$ cat src/rtl/flash_pixel_fetch.sv
// Fetches one flash byte per pixel-address change and queues {index, data} in a small FIFO.
// A sticky flag records any read that was abandoned because the flash never answered.
module flash_pixel_fetch #(
  parameter int unsigned           FLASH_AW   = 23,
  parameter int unsigned           DATA_W     = 8,
  parameter logic [FLASH_AW-1:0]   BASE_ADDR  = '0,
  parameter int unsigned           FIFO_DEPTH = 4,
  parameter int unsigned           TIMEOUT    = 255
) (
  input  logic                          clk,
  input  logic                          rst_n,
  input  logic [31:0]                   pixel_addr,
  output logic [FLASH_AW-1:0]           fl_address,
  output logic                          fl_read,
  input  logic                          fl_waitrequest,
  input  logic [DATA_W-1:0]             fl_readdata,
  input  logic                          fl_readdatavalid,
  output logic [DATA_W-1:0]             pix_data,
  output logic [15:0]                   pix_index,
  output logic                          pix_valid,
  input  logic                          pix_ready,
  output logic [$clog2(FIFO_DEPTH):0]   fifo_level,
  output logic                          err_timeout
);

  localparam int unsigned      PtrW       = $clog2(FIFO_DEPTH);
  localparam int unsigned      LvlW       = PtrW + 1;
  localparam logic [LvlW-1:0]  LevelFull  = LvlW'(FIFO_DEPTH);
  localparam logic [7:0]       TimeoutCnt = 8'(TIMEOUT);

  typedef enum logic [1:0] {StIdle, StReq, StWaitData, StPush} state_e;

  state_e                state_q, state_d;
  logic [31:0]           last_addr_q, last_addr_d;
  logic [31:0]           req_addr_q, req_addr_d;
  logic                  pending_q, pending_d;
  logic [FLASH_AW-1:0]   fl_address_q, fl_address_d;
  logic [15:0]           cur_index_q, cur_index_d;
  logic [7:0]            timer_q, timer_d;
  logic [DATA_W-1:0]     cap_data_q, cap_data_d;
  logic [15:0]           cap_index_q, cap_index_d;
  logic                  err_q, err_d;
  logic [DATA_W-1:0]     mem_data_q [FIFO_DEPTH];
  logic [DATA_W-1:0]     mem_data_d [FIFO_DEPTH];
  logic [15:0]           mem_index_q [FIFO_DEPTH];
  logic [15:0]           mem_index_d [FIFO_DEPTH];
  logic [PtrW-1:0]       wr_ptr_q, wr_ptr_d, rd_ptr_q, rd_ptr_d;
  logic [LvlW-1:0]       level_q, level_d;

  logic                  push, pop, room;
  logic [DATA_W-1:0]     push_data;
  logic [15:0]           push_index;

  // A full FIFO still has room when its head leaves in the same cycle.
  assign pop  = (level_q != '0) && pix_ready;
  assign room = (level_q != LevelFull) || pop;

  always_comb begin
    state_d      = state_q;
    pending_d    = pending_q;
    last_addr_d  = last_addr_q;
    req_addr_d   = req_addr_q;
    fl_address_d = fl_address_q;
    cur_index_d  = cur_index_q;
    timer_d      = timer_q;
    cap_data_d   = cap_data_q;
    cap_index_d  = cap_index_q;
    err_d        = err_q;
    push         = 1'b0;
    push_data    = fl_readdata;
    push_index   = cur_index_q;

    unique case (state_q)
      StIdle: begin
        if (pending_q) begin
          state_d      = StReq;
          pending_d    = 1'b0;
          fl_address_d = BASE_ADDR + req_addr_q[FLASH_AW-1:0];
          cur_index_d  = req_addr_q[15:0];
        end
      end
      StReq: begin
        if (!fl_waitrequest) begin
          state_d = StWaitData;
          timer_d = 8'd1;
        end
      end
      StWaitData: begin
        if (fl_readdatavalid) begin
          cap_data_d  = fl_readdata;
          cap_index_d = cur_index_q;
          if (room) begin
            push    = 1'b1;
            state_d = StIdle;
          end else begin
            state_d = StPush;
          end
        end else if (timer_q == TimeoutCnt) begin
          state_d = StIdle;
          err_d   = 1'b1;
        end else begin
          timer_d = timer_q + 8'd1;
        end
      end
      StPush: begin
        push_data  = cap_data_q;
        push_index = cap_index_q;
        if (room) begin
          push    = 1'b1;
          state_d = StIdle;
        end
      end
      default: state_d = StIdle;
    endcase

    // Newest address wins; it overrides a pending clear taken in the same cycle.
    if (pixel_addr != last_addr_q) begin
      last_addr_d = pixel_addr;
      req_addr_d  = pixel_addr;
      pending_d   = 1'b1;
    end
  end

  always_comb begin
    mem_data_d  = mem_data_q;
    mem_index_d = mem_index_q;
    wr_ptr_d    = wr_ptr_q;
    rd_ptr_d    = rd_ptr_q;
    level_d     = level_q;
    if (push) begin
      mem_data_d[wr_ptr_q]  = push_data;
      mem_index_d[wr_ptr_q] = push_index;
      wr_ptr_d              = wr_ptr_q + 1'b1;
    end
    if (pop) begin
      rd_ptr_d = rd_ptr_q + 1'b1;
    end
    unique case ({push, pop})
      2'b10:   level_d = level_q + 1'b1;
      2'b01:   level_d = level_q - 1'b1;
      default: level_d = level_q;
    endcase
  end

  always_ff @(posedge clk) begin
    if (!rst_n) begin
      state_q      <= StIdle;
      last_addr_q  <= 32'hFFFF_FFFF;
      req_addr_q   <= '0;
      pending_q    <= 1'b0;
      fl_address_q <= '0;
      cur_index_q  <= '0;
      timer_q      <= '0;
      cap_data_q   <= '0;
      cap_index_q  <= '0;
      err_q        <= 1'b0;
      wr_ptr_q     <= '0;
      rd_ptr_q     <= '0;
      level_q      <= '0;
      for (int i = 0; i < FIFO_DEPTH; i++) begin
        mem_data_q[i]  <= '0;
        mem_index_q[i] <= '0;
      end
    end else begin
      state_q      <= state_d;
      last_addr_q  <= last_addr_d;
      req_addr_q   <= req_addr_d;
      pending_q    <= pending_d;
      fl_address_q <= fl_address_d;
      cur_index_q  <= cur_index_d;
      timer_q      <= timer_d;
      cap_data_q   <= cap_data_d;
      cap_index_q  <= cap_index_d;
      err_q        <= err_d;
      wr_ptr_q     <= wr_ptr_d;
      rd_ptr_q     <= rd_ptr_d;
      level_q      <= level_d;
      mem_data_q   <= mem_data_d;
      mem_index_q  <= mem_index_d;
    end
  end

  assign fl_read     = (state_q == StReq);
  assign fl_address  = fl_address_q;
  assign pix_valid   = (level_q != '0);
  assign pix_data    = mem_data_q[rd_ptr_q];
  assign pix_index   = mem_index_q[rd_ptr_q];
  assign fifo_level  = level_q;
  assign err_timeout = err_q;

endmodule
$ cat config.mk
export PLATFORM = sky130hd
export DESIGN_NAME = flash_pixel_fetch
export DESIGN_NICKNAME = d
export VERILOG_FILES = /design/src/rtl/flash_pixel_fetch.sv
export SDC_FILE = /design/constraint.sdc
export NUM_CORES = 1
export LEC_CHECK = 0
export ABC_AREA = 1
export BUFFER_PORTS_ARGS = -buffer_cell sky130_fd_sc_hd__buf_2
export CORE_UTILIZATION = 55
export DETAILED_ROUTE_END_ITERATION = 7
export HOLD_SLACK_MARGIN = 0.05
export PLACE_DENSITY = 0.77
export SLEW_MARGIN = 20
export SYNTH_ARGS = -nofsm -noshare
export SYNTH_HDL_FRONTEND = slang
export SYNTH_SLANG_ARGS = --single-unit
$ cat constraint.sdc
create_clock -name clk -period 4.1 [get_ports clk]
set_input_delay 0.615 -clock clk [delete_from_list [all_inputs] [get_ports clk]]
set_output_delay 0.615 -clock clk [all_outputs]
set_load 0.01 [all_outputs]
**Word level (Yosys, flattened, before mapping)**

Cells that the tools add are included.

- Bitwise operators: 3
- Eq/ne operators: 14
- Magnitude comparators: 3
- Muxes and demuxes: 31
- Reductions and logical operators: 13
- Add/subtract/negate cells: 5

Operators with widths:

| operator | count |
|---|---|
| $bwmux 64 | 1 |
| $mux 16 | 4 |
| $mux 8 | 7 |
| $bmux 16 s2 | 1 |
| $bwmux 32 | 1 |
| $demux 16 s2 | 1 |
| $ne 32x32->1 | 1 |
| $bmux 8 s2 | 1 |
| $demux 8 s2 | 1 |
| $pmux 8 s2 | 1 |
| $mux 2 | 6 |
| $ne 2x2->1 const B | 5 |
| $add 8x1->8 const B | 1 |
| $eq 8x8->1 const B | 1 |
| $pmux 2 s4 | 1 |
| $reduce_and 4->1 | 2 |
| $eq 2x2->1 const B | 3 |
| $ge 3x3->1 const B | 2 |
| $ne 3x3->1 const B | 2 |
| $not 2->3 | 2 |
| $pmux 3 s2 | 1 |
| $reduce_bool 2->1 | 3 |
| $add 2x1->2 const B | 2 |
| $eq 2x1->1 const B | 2 |
| 12 further kinds | 17 |

- Flip-flop bits (word level): 233
- Logic and storage cells: 90
- Output and inout bits: 53
- Bits of input ports: 45

**Depth between registers and ports, before layout**

- Depth in word-level cells: 8
- Gate-level depth with buffers: 12
- Mapped depth without buffers: 12

**Worst setup path before layout**

OpenSTA, ideal clock, no wires.

- Kind: register -> register
- From: register level_q[0] (netlist: fifo_level[0])
- To: register level_q[2] (netlist: fifo_level[2])
- Data arrival time: 1.876 ns
- Library setup time: 0.122 ns
- Path buffers: 0
- Setup slack: 2.102 ns
- Cell stages (with the launch flop): 13
- Data required time: 3.978 ns
- Period minus slack after synthesis: 1.998 ns
- Cell sequence: dfxtp_1 > nor2_2 > nand2_1 > nand2_2 > nand3_2 > nand2_4 > ha_1 > inv_1 > fa_1 > a21oi_1 > o21ai_0 > o21ai_0 > a21oi_1

- Cells in the longest elaborated chain, start to end: 8
- Elaborated cells between the ends (all ways): 13
- Those cells by class: add/sub: 2; eq/ne: 3; mux: 4; reduce/logical: 4

RTL lines:

| item | RTL line | RTL |
|---|---|---|
| start, declared | 48 | `logic [LvlW-1:0] level_q, level_d;` |
| start signal, assigned | 177 | `level_q <= level_d;` |
| $reduce_bool 3->1 * | - |  |
| named net pix_valid | 20 | `output logic pix_valid,` |
| $logic_and 1x1->1 * | 55 | `assign pop = (level_q != '0) && pix_ready;` |
| $logic_or 1x1->1 | 56 | `assign room = (level_q != LevelFull) \|\| pop;` |
| $mux 1 | 92, 108 |  |
| $mux 1 | 89 | `if (fl_readdatavalid) begin` |
| $pmux 1 s2 | 73 | `unique case (state_q)` |
| $eq 2x1->1 / $eq 2x2->1 (equally long branches) | 138 | `unique case ({push, pop})` |
| $pmux 3 s2 / $reduce_bool 2->1 (equally long branches) | - |  |

Mark *: on every way through the listed nets, which the timed path passes. The rest lies on a longest branch.
A chain may end at the register's enable or synchronous reset.

**Worst setup path in the final report**

- From: register rd_ptr_q[0]
- To: output port pix_index[0]

- Cells in the longest elaborated chain, start to end: 4

RTL lines:

| item | RTL line | RTL |
|---|---|---|
| start, declared | 47 | `logic [PtrW-1:0] wr_ptr_q, wr_ptr_d, rd_ptr_q, rd_ptr_d;` |
| start signal, assigned | 176 | `rd_ptr_q <= rd_ptr_d;` |
| $not 2->3 (implied by the code) | 187 | `assign pix_index = mem_index_q[rd_ptr_q];` |
| $bmux 16 s2 | 187 |  |
| $mux 16 (implied by the code) (2 in a row) | 187 |  |
| end, declared | 19 | `output logic [15:0] pix_index,` |

Every way passes these cells. The select of a mux whose other input is x is not followed.

==> summary.md <==
| Metric | Value |
|---|---|
| Outcome | finished, final reports clean |
| Top sig layer | met4 |
| H-tree depth | 1 |
| Post-CTS Setup Bufs | 0 |
| RePlAce Congestion | 0.758 |
| Most frequent cells in the layout | nand2_1 (249), dfxtp_1 (217), a21oi_1 (158), nor2_1 (133), nand3_1 (125) |
| Cts hold-fix bufs | 0 |
| Clock Pin Slew Worst Setup and Hold Paths | 0.06 ns |
| Total number of vias | 8416 |
| Clk_skew | 0.0185 ns |
| Wire length on met1 | 9.94 mm |
| Register area share after synthesis | 47.0% |
| First-pass DRT Iterations | 5 |
| Critical Path RT | 3.48 ns |
| CTS buffer count | 23 |
| Drt initial violations | 546 |
| Yosys cell types | 30 |
| First-pass GRT wire length | 37.0 mm |
| Worst Path Max Fanout | 28 |
| Met3 routed WL | 1.40 mm |
| Clock Latency Late Sink | 0.51 ns |
| Port Buffers | 97 |
| Drt wl/cell | 14.3 µm |
| Synthesized netlist cell count | 1275 |
| P per Cell Area | 616 mW/mm² |
| Synth Net Count | 1327 |
| Fraction of layout cells with a size suffix above 1 | 14.6% |
| Yosys top cell area share | 47.0% |
| Synth area leader | dfxtp_1 |
| Post-CTS sizing | 0 |
| Antenna Cells | 0 |
| Total wire length | 22.4 mm |
| Final Hold Viols | 0 |
| Leakage | 4.37 nW |
| Via density | 5.40 |
| Most used flip-flop cell after synthesis | dfxtp_1 |
| CTS Sinks | 217 |
| Slew margin rel. | 41.9% |
| Total grt overflow | 0 |
| Vias in the first global route | 7566 |
| VDD IR-drop max | 0.390 mV |
| Tightest Pin Transition | 0.871 ns |
| Routed wl met2 | 10.7 mm |
| Total design power | 6.47 mW |
| Syn_area_per_cell | 7.25 µm² |
| Initial antenna violation count | 0 |
| Period minus WS final | 2.97 ns |
| DP Wirelength | 13.6 mm |
| Die ar. | 0.0173 mm² |
| Setup TNS | 0 ns |
| Yosys warning total | 0 |
| Filler instances | 1506 |
| RSZ-0062 raised after global routing | false |
| Synthesized area | 0.00925 mm² |
| FF+latch count, synth | 217 |
| Asr flop ratio synth | 0% |
| Row cnt | 47 |
| Hold crit path type | in2reg |
| Final routed DRC violation total | 0 |
| Height of the die | 132 µm |
| CTS tree | done |
| Die W | 132 µm |
| Max-Cap Viols | 0 |
| Fmax | 0.336 GHz |
| CTS root buf | clkbuf_16 |
| Area delta synth->final | 13.6% |
| Ranking of synthesized cells by area | dfxtp_1 (47%), nand2_1 (10%), a21oi_1 (8.6%) |
| Post-route clock period utilization | 72.5% |
| Critical Path Source Type | register |
| Critical Path AT | 2.36 ns |
| Post-DRT Antenna Nets | 0 |
| Commonest non-fill, non-tap cell in the layout | nand2_1 |
| Initial Util | 56.0% |
| GRT Total Usage | 25.5% |
| Nets | 1375 |
| Crit end category | output port |
| Max clock buf depth | 3 |
| Largest net degree at the start of global routing | 81 |
| Io pins | 98 |
| EDFF count, synth | 0 |
| Final setup fails | 0 |
| Kind of critical path | reg2out |
| Core box area | 0.0165 mm² |
| Fin. max-slew vios | 0 |
-- kinds of logic after synthesis --
kind of cell    count (synthesis)  synth area share (%)
simple gates                  538                  24.8
fa+ha+maj                       7                  1.03
compound gates                321                  17.7
buf+inv                       179                  8.28
flops                         217                  47.0
xor+xnor                       13                  1.23
-- path summary, 6_finish.rpt --
path | start | endpoint | slack, ns | cells past startpoint
max | rd_ptr_q[0] | pix_index[0] | 1.13 | 5
min reg2reg | cap_index_q[10] | cap_index_q[10] | 0.45 | 2
max reg2reg | state_q[1] | mem_data_q[21] | 1.50 | 7
min | pixel_addr[14] | last_addr_q[14] | 0.31 | 3
-- layout make-up --
cell class                 instances  area [µm²]  share of cell area, %
inverter                          90         344                   3.28
timing repair buffer             112         598                   5.69
clock buffer                      32         679                   6.47
sequential                       217        4340                   41.4
multi-input combinational        879        4140                   39.4
clock inverter                     9         124                   1.18
tap                              220         275                   2.62
-- worst max-delay path, cell delays in order (launching register included) --
cell and delay (ns):
dfxtp_1 0.31, inv_1 0.63, buf_4 0.40, o21ai_0 0.11, o22ai_1 0.23, buf_2 0.18
-- metal layers --
metal | track usage (%) | vias up
met3 | 4.78 | 22
met2 | 42.8 | 217
li1 | - | 4272
met1 | 33.9 | 3905
met4 | 5.88 | 0
met5 | 0 | -
-- per-stage QoR --
step	utilization (%)	cell area (µm²)	hold WS, ns	std cells	setup WS, ns
2_1_floorplan	-	9250	0.430	1275	2.10
6_report	63.6	10500	0.309	1559	1.13
3_3_place_gp	58.7	9700	0.439	1518	1.61
4_1_cts	63.6	10500	0.297	1559	1.14
5_1_grt	63.6	10500	0.308	1559	0.996
3_5_place_dp	58.7	9700	0.444	1518	1.51
-- synth_stat cells, types with 2 or more instances --
cell type,count
buf_6,5
buf_4,8
buf_1,3
inv_1,75
nor2_1,133
clkbuf_1,56
or2_2,13
o22ai_1,24
buf_2,17
o21ai_1,30
xnor2_1,13
inv_2,14
dfxtp_1,217
nand2_2,6
nand2_1,249
ha_1,6
nor2_2,4
a21oi_1,158
o21ai_0,108
nand3_1,125
nand2_4,2
-- report_power, final --
part | switching [mW] | leakage (nW) | internal [mW] | total (mW)
Sequential | 0.145 | 1.77 | 2.33 | 2.47
Clock | 0.831 | 0.403 | 1.34 | 2.17
Combinational | 1.26 | 2.19 | 0.563 | 1.83
-- state kept, by name, indices dropped and copies added (netlist names), 3 cells and up --
register / count
cap_data_q: 8
cap_index_q: 16
fifo_level: 3
fl_address: 23
last_addr_q: 32
mem_data_q: 32
mem_index_q: 64
req_addr_q: 23
timer_q: 8
Power figures use the tool's default switching activity.
